`src/rtl/univ_shift_pkg.sv`:
```
// rtl/univ_shift_pkg.sv - shared mode and controller state types for univ_shift_reg
package univ_shift_pkg;

  typedef enum logic [2:0] {
    MODE_HOLD = 3'd0,
    MODE_LOAD = 3'd1,
    MODE_SHL  = 3'd2,
    MODE_SHR  = 3'd3,
    MODE_ROTL = 3'd4,
    MODE_ROTR = 3'd5,
    MODE_ASR  = 3'd6,
    MODE_CLR  = 3'd7
  } shift_mode_t;

  typedef enum logic [1:0] {
    IDLE  = 2'd0,
    SHIFT = 2'd1,
    DONE  = 2'd2
  } state_t;

endpackage

```
`src/rtl/hex7seg.sv`:
```
// rtl/hex7seg.sv - combinational hex digit to seven-segment decode (bit0=a .. bit6=g)
module hex7seg (
  input  logic [3:0] i_nibble,
  output logic [6:0] o_seg
);

  always_comb begin
    o_seg = 7'h00;
    case (i_nibble)
      4'h0: o_seg = 7'h3F;
      4'h1: o_seg = 7'h06;
      4'h2: o_seg = 7'h5B;
      4'h3: o_seg = 7'h4F;
      4'h4: o_seg = 7'h66;
      4'h5: o_seg = 7'h6D;
      4'h6: o_seg = 7'h7D;
      4'h7: o_seg = 7'h07;
      4'h8: o_seg = 7'h7F;
      4'h9: o_seg = 7'h6F;
      4'hA: o_seg = 7'h77;
      4'hB: o_seg = 7'h7C;
      4'hC: o_seg = 7'h39;
      4'hD: o_seg = 7'h5E;
      4'hE: o_seg = 7'h79;
      4'hF: o_seg = 7'h71;
      default: o_seg = 7'h00;
    endcase
  end

endmodule

```
`src/rtl/univ_shift_reg.sv`:
```
// rtl/univ_shift_reg.sv - universal shift register with single-step and counted burst operation
module univ_shift_reg
  import univ_shift_pkg::*;
#(
  parameter int WIDTH = 8,
  parameter int CNT_W = $clog2(WIDTH + 1)
) (
  input  logic             clk_2,
  input  logic             reset,
  input  logic             en,
  input  logic [2:0]       mode,
  input  logic             ser_in_l,
  input  logic             ser_in_r,
  input  logic [WIDTH-1:0] par_in,
  input  logic             start,
  input  logic [CNT_W-1:0] burst_len,
  output logic [WIDTH-1:0] q,
  output logic             ser_out_l,
  output logic             ser_out_r,
  output logic             busy,
  output logic             done,
  output logic [7:0]       seg
);

  localparam logic [CNT_W-1:0] CNT_ONE = CNT_W'(1);

  state_t           r_state;
  state_t           w_next_state;
  shift_mode_t      r_mode;
  shift_mode_t      w_mode_sel;
  logic [CNT_W-1:0] r_cnt;
  logic [WIDTH-1:0] r_q;
  logic [WIDTH-1:0] w_shifted;
  logic             w_apply;
  logic             w_latch;
  logic [6:0]       w_seg7;

  // start wins over en while idle; during a burst the live mode input is replaced by the latched one
  always_comb begin
    w_next_state = r_state;
    w_apply      = 1'b0;
    w_latch      = 1'b0;
    w_mode_sel   = shift_mode_t'(mode);
    case (r_state)
      IDLE: begin
        if (start) begin
          if (burst_len != '0) begin
            w_next_state = SHIFT;
            w_latch      = 1'b1;
          end else begin
            w_next_state = DONE;
          end
        end else if (en) begin
          w_apply = 1'b1;
        end
      end
      SHIFT: begin
        w_apply    = 1'b1;
        w_mode_sel = r_mode;
        if (r_cnt == CNT_ONE) begin
          w_next_state = DONE;
        end
      end
      DONE: begin
        w_next_state = IDLE;
      end
      default: begin
        w_next_state = IDLE;
      end
    endcase
  end

  always_comb begin
    w_shifted = r_q;
    case (w_mode_sel)
      MODE_HOLD: w_shifted = r_q;
      MODE_LOAD: w_shifted = par_in;
      MODE_SHL:  w_shifted = {r_q[WIDTH-2:0], ser_in_r};
      MODE_SHR:  w_shifted = {ser_in_l, r_q[WIDTH-1:1]};
      MODE_ROTL: w_shifted = {r_q[WIDTH-2:0], r_q[WIDTH-1]};
      MODE_ROTR: w_shifted = {r_q[0], r_q[WIDTH-1:1]};
      MODE_ASR:  w_shifted = {r_q[WIDTH-1], r_q[WIDTH-1:1]};
      MODE_CLR:  w_shifted = '0;
      default:   w_shifted = r_q;
    endcase
  end

  always_ff @(posedge clk_2 or negedge reset) begin
    if (!reset) begin
      r_state <= IDLE;
      r_q     <= '0;
      r_cnt   <= '0;
      r_mode  <= MODE_HOLD;
    end else begin
      r_state <= w_next_state;
      if (w_apply) begin
        r_q <= w_shifted;
      end
      if (w_latch) begin
        r_cnt  <= burst_len;
        r_mode <= w_mode_sel;
      end else if (r_state == SHIFT) begin
        r_cnt <= r_cnt - CNT_ONE;
      end
    end
  end

  hex7seg u_hex7seg (
    .i_nibble (r_q[3:0]),
    .o_seg    (w_seg7)
  );

  assign q         = r_q;
  assign ser_out_l = r_q[WIDTH-1];
  assign ser_out_r = r_q[0];
  assign busy      = (r_state == SHIFT);
  assign done      = (r_state == DONE);
  assign seg       = {busy, w_seg7};

endmodule

```
`config.mk`:
```
export PLATFORM = sky130hd
export DESIGN_NAME = univ_shift_reg
export DESIGN_NICKNAME = d
export VERILOG_FILES = /design/src/rtl/univ_shift_pkg.sv /design/src/rtl/hex7seg.sv /design/src/rtl/univ_shift_reg.sv
export SDC_FILE = /design/constraint.sdc
export NUM_CORES = 1
export LEC_CHECK = 0
export CORE_ASPECT_RATIO = 0.75
export CORE_MARGIN = 5
export CORE_UTILIZATION = 30
export CTS_CLUSTER_SIZE = 24
export DETAILED_ROUTE_END_ITERATION = 10
export PLACE_DENSITY = 0.62
export SYNTH_ARGS = -nofsm -noshare
export SYNTH_HDL_FRONTEND = slang
export SYNTH_SLANG_ARGS = --single-unit
```
`constraint.sdc`:
```
create_clock -name clk_2 -period 2.4 [get_ports clk_2]
set_input_delay 0.48 -clock clk_2 [delete_from_list [all_inputs] [get_ports clk_2]]
set_output_delay 0.48 -clock clk_2 [all_outputs]
set_load 0.01 [all_outputs]
```
==> results by group <==
Status
  • Status: finished, final reports clean

Routing
  • WL final: 3.918 mm
  • Wire length per cell: 14.67 µm
  • Vias: 1348
  • DR pass1 iterations: 4
  • Vias per cell: 5.049
  • Routed Antenna Nets: 0
  • DRT iter0 DRCs: 99
  • DRC: 0

Timing
  • Fmax: 0.4364 GHz
  • Final hold violations: 0
  • Setup TNS: 0 ns
  • Final worst-path cycle share: 95.47%
  • Post-route setup slack: 0.1086 ns
  • Hold_ws: 0.5484 ns
  • RSZ-0062 raised after global routing: no
  • Clock Skew: 0.003604 ns
  • Worst relative slew slack: 72.85%
  • Tmin final: 2.291 ns
  • Slew Viols, Final: 0
  • Slew @ Worst Pin: 0.4072 ns
  • Finish-stage setup viols: 0

Yosys
  • Main combinational cell family by area after synthesis: compound AO/OA/AOI/OAI gates
  • Register area share after synthesis: 28.76%
  • Syn Std Cell Area: 1479 µm²
  • Syn Inst Count: 163
  • Ys async rst share: 100.0%
  • Distinct cells, synth: 49
  • Synth warnings: 0
  • Synth Net Count: 193
  • Simple-Gate Fraction of Synth Area: 18.44%
  • Post-synth EDFFs: 0
  • Synthesized flop and latch total: 17
  • Synth Area in Adders: 7.614%
  • XOR/XNOR Fraction of Synth Area: 0.5922%
  • Post-synthesis mux area share: 10.66%
  • Synth Area in Compound Gates: 24.96%
  • Syn avg cell area: 9.073 µm²
  • Post-synth top flop: dfrtp_1

Power and ir drop
  • Lkg Pwr: 0.8492 nW
  • VDD IR max: 0.0005823 V
  • PwrDens: 1451 nW/µm²

Setup path
  • Worst EP arrival: 1.81 ns
  • CP Cell Sequence: inv_1 -> ha_1 -> or2_2 -> o211a_1 -> a31oi_1 -> dlygate4sd2_1
  • Setup CP Type: register to output pin
  • Slowest cell on crit path: dfrtp_1
  • R2r startpoint: r_state[1]
  • R2R setup slack: 0.48 ns
  • Critical Path RT: 1.92 ns
  • End of the worst register-to-register path: q[5]
  • Maximum fanout along the worst path: 4
  • R2R cell count: 6
  • Crit path largest cell delay: 0.39 ns
  • CP Capture Type: output pin
  • Crit start category: register

Clocking
  • Post CTS Setup Buffer Count: 0
  • Sink Count: 17
  • Clk_lat worst skew: 0.25 ns
  • Root Buffer: clkbuf_8
  • Clock H-tree levels: 1
  • CTS tree: built
  • CTS Buffer Depth: 2
  • Hold buffer count at CTS: 0
  • Cts bufs inserted: 3
  • Clk slew on worst S/H paths: 0.07 ns

Place
  • I/O Buffers: 40
  • Placed standard-cell area: 1946 µm²
  • Post-DP HPWL: 3.094 mm
  • GPL Wtd Cong: 0.8330
  • Pre-CTS WS: 0.1118 ns

Layout
  • Most frequent cells in the layout: 34 x clkdlybuf4s50_1, 19 x nor2_1, 16 x dfrtp_1, 15 x nand2_1, 12 x buf_4
  • Most common cell after layout, fill and taps aside: clkdlybuf4s50_1
  • Cell area after layout: 1993 µm²
  • Antenna fix cells: 0
  • Area grow syn2layout: 34.77%
  • Final net count: 238
  • Share of layout cells above drive strength 1: 14.98%

Global route
  • Initial antenna violation count: 0
  • Total grt overflow: 0
  • First-pass GRT wire length: 6.603 mm
  • Total track usage: 12.31%
  • Vias in the first global route: 1323
  • Largest net degree at the start of global routing: 18

Floorplan
  • Starting density of the core: 30.53%
  • Area of the die: 6449 µm²
  • Site row count: 22
  • Die Span Y: 70.81 µm
  • Die width: 91.08 µm
  • Ports: 41
  • Area of the core: 4845 µm²

Run
  • MaxCap Viol Count: 0

Worst hold path
  • Hold crit path type: input port to asynchronous set/reset pin
[layer usage]
layer,GRT usage (%),share of wire [%],vias up
met4,2.443,0.71,0
met3,2.657,2.7,4
met2,18.64,46,21
met5,0,0,-
met1,18.02,50,640
li1,-,-,683
[repair_timing]
item / 4_1_cts / 5_1_grt
endpoints found under the setup margin: 5 / 2
hold endpoints to repair: 0 / 0
gates resized for setup: 5 / 3
[cell usage after synthesis (3+ instances only)]
library cell | n | area, µm²
a21oi_1 | 9 | 45.04
a221oi_1 | 5 | 43.79
a31oi_1 | 3 | 18.77
buf_4 | 4 | 30.03
buf_6 | 3 | 33.78
clkbuf_1 | 3 | 11.26
dfrtp_1 | 17 | 425.4
ha_1 | 9 | 112.6
inv_1 | 6 | 22.52
mux2_2 | 3 | 33.78
mux2i_1 | 6 | 60.06
nand2_1 | 15 | 56.30
nand2b_1 | 3 | 18.77
nor2_1 | 19 | 71.32
nor2b_1 | 3 | 18.77
nor3_1 | 3 | 15.01
o21ai_0 | 7 | 35.03
o31ai_1 | 7 | 52.55
[logic make-up (layout without fill, tap and decap cells)]
kind of cell	count (synthesis)	in the layout
adders and majority gates	9	9
buffers and inverters	19	63
and+or+nand+nor	54	54
xor gates and xnor gates	1	1
DFF	17	17
AOI/OAI and AO/OA	50	50
muxes	13	13
[worst max path at each step]
| stage | start | to | slack (ns) |
|---|---|---|---|
| 2_1_floorplan | q[1] | seg[3] | 0.44 |
| 3_3_place_gp | q[1] | seg[3] | 0.16 |
| 3_5_place_dp | q[1] | seg[3] | 0.11 |
| 4_1_cts | q[1] | seg[4] | 0.02 |
| 5_1_grt | q[1] | seg[3] | 0.03 |
| 6_report | q[1] | seg[3] | 0.11 |
[sequential cells by signal, summed over array words and instances, names as in the netlist]
| register | cells |
|---|---|
| r_mode | 3 |
| r_state | 2 |
| q | 8 |
| r_cnt | 4 |
[cell type report]
class                      count  area [µm²]
sequential                    17       426.7
timing repair buffer          52       486.7
inverter                       7       33.78
multi-input combinational    127       925.9
tap                           60       75.07
fill                         497        2851
clock buffer                   4       45.04
[worst max-delay path, delay by kind of cell, from the launching register on]
kind	cells	cell delay [ns]
AO/OA/AOI/OAI	2	0.27
adder cells (fa/ha/maj)	1	0.24
buffers and inverters	2	0.36
flip-flops	1	0.39
AND/OR/NAND/NOR	1	0.30
[per-stage QoR]
stage	utilization, %	power, mW	std cells
finish	41.14	2.892	267
floorplan	-	2.037	163
detailed placement	40.16	2.731	263
CTS	40.96	2.905	267
global route	41.14	3.154	267
global placement	40.16	2.699	263
[power by group]
group          leakage (nW)  switching (mW)  internal [mW]
logic                 0.621            1.03           1.03
registers             0.205           0.176          0.436
clock network        0.0228          0.0999          0.118
Power figures use the tool's default switching activity.
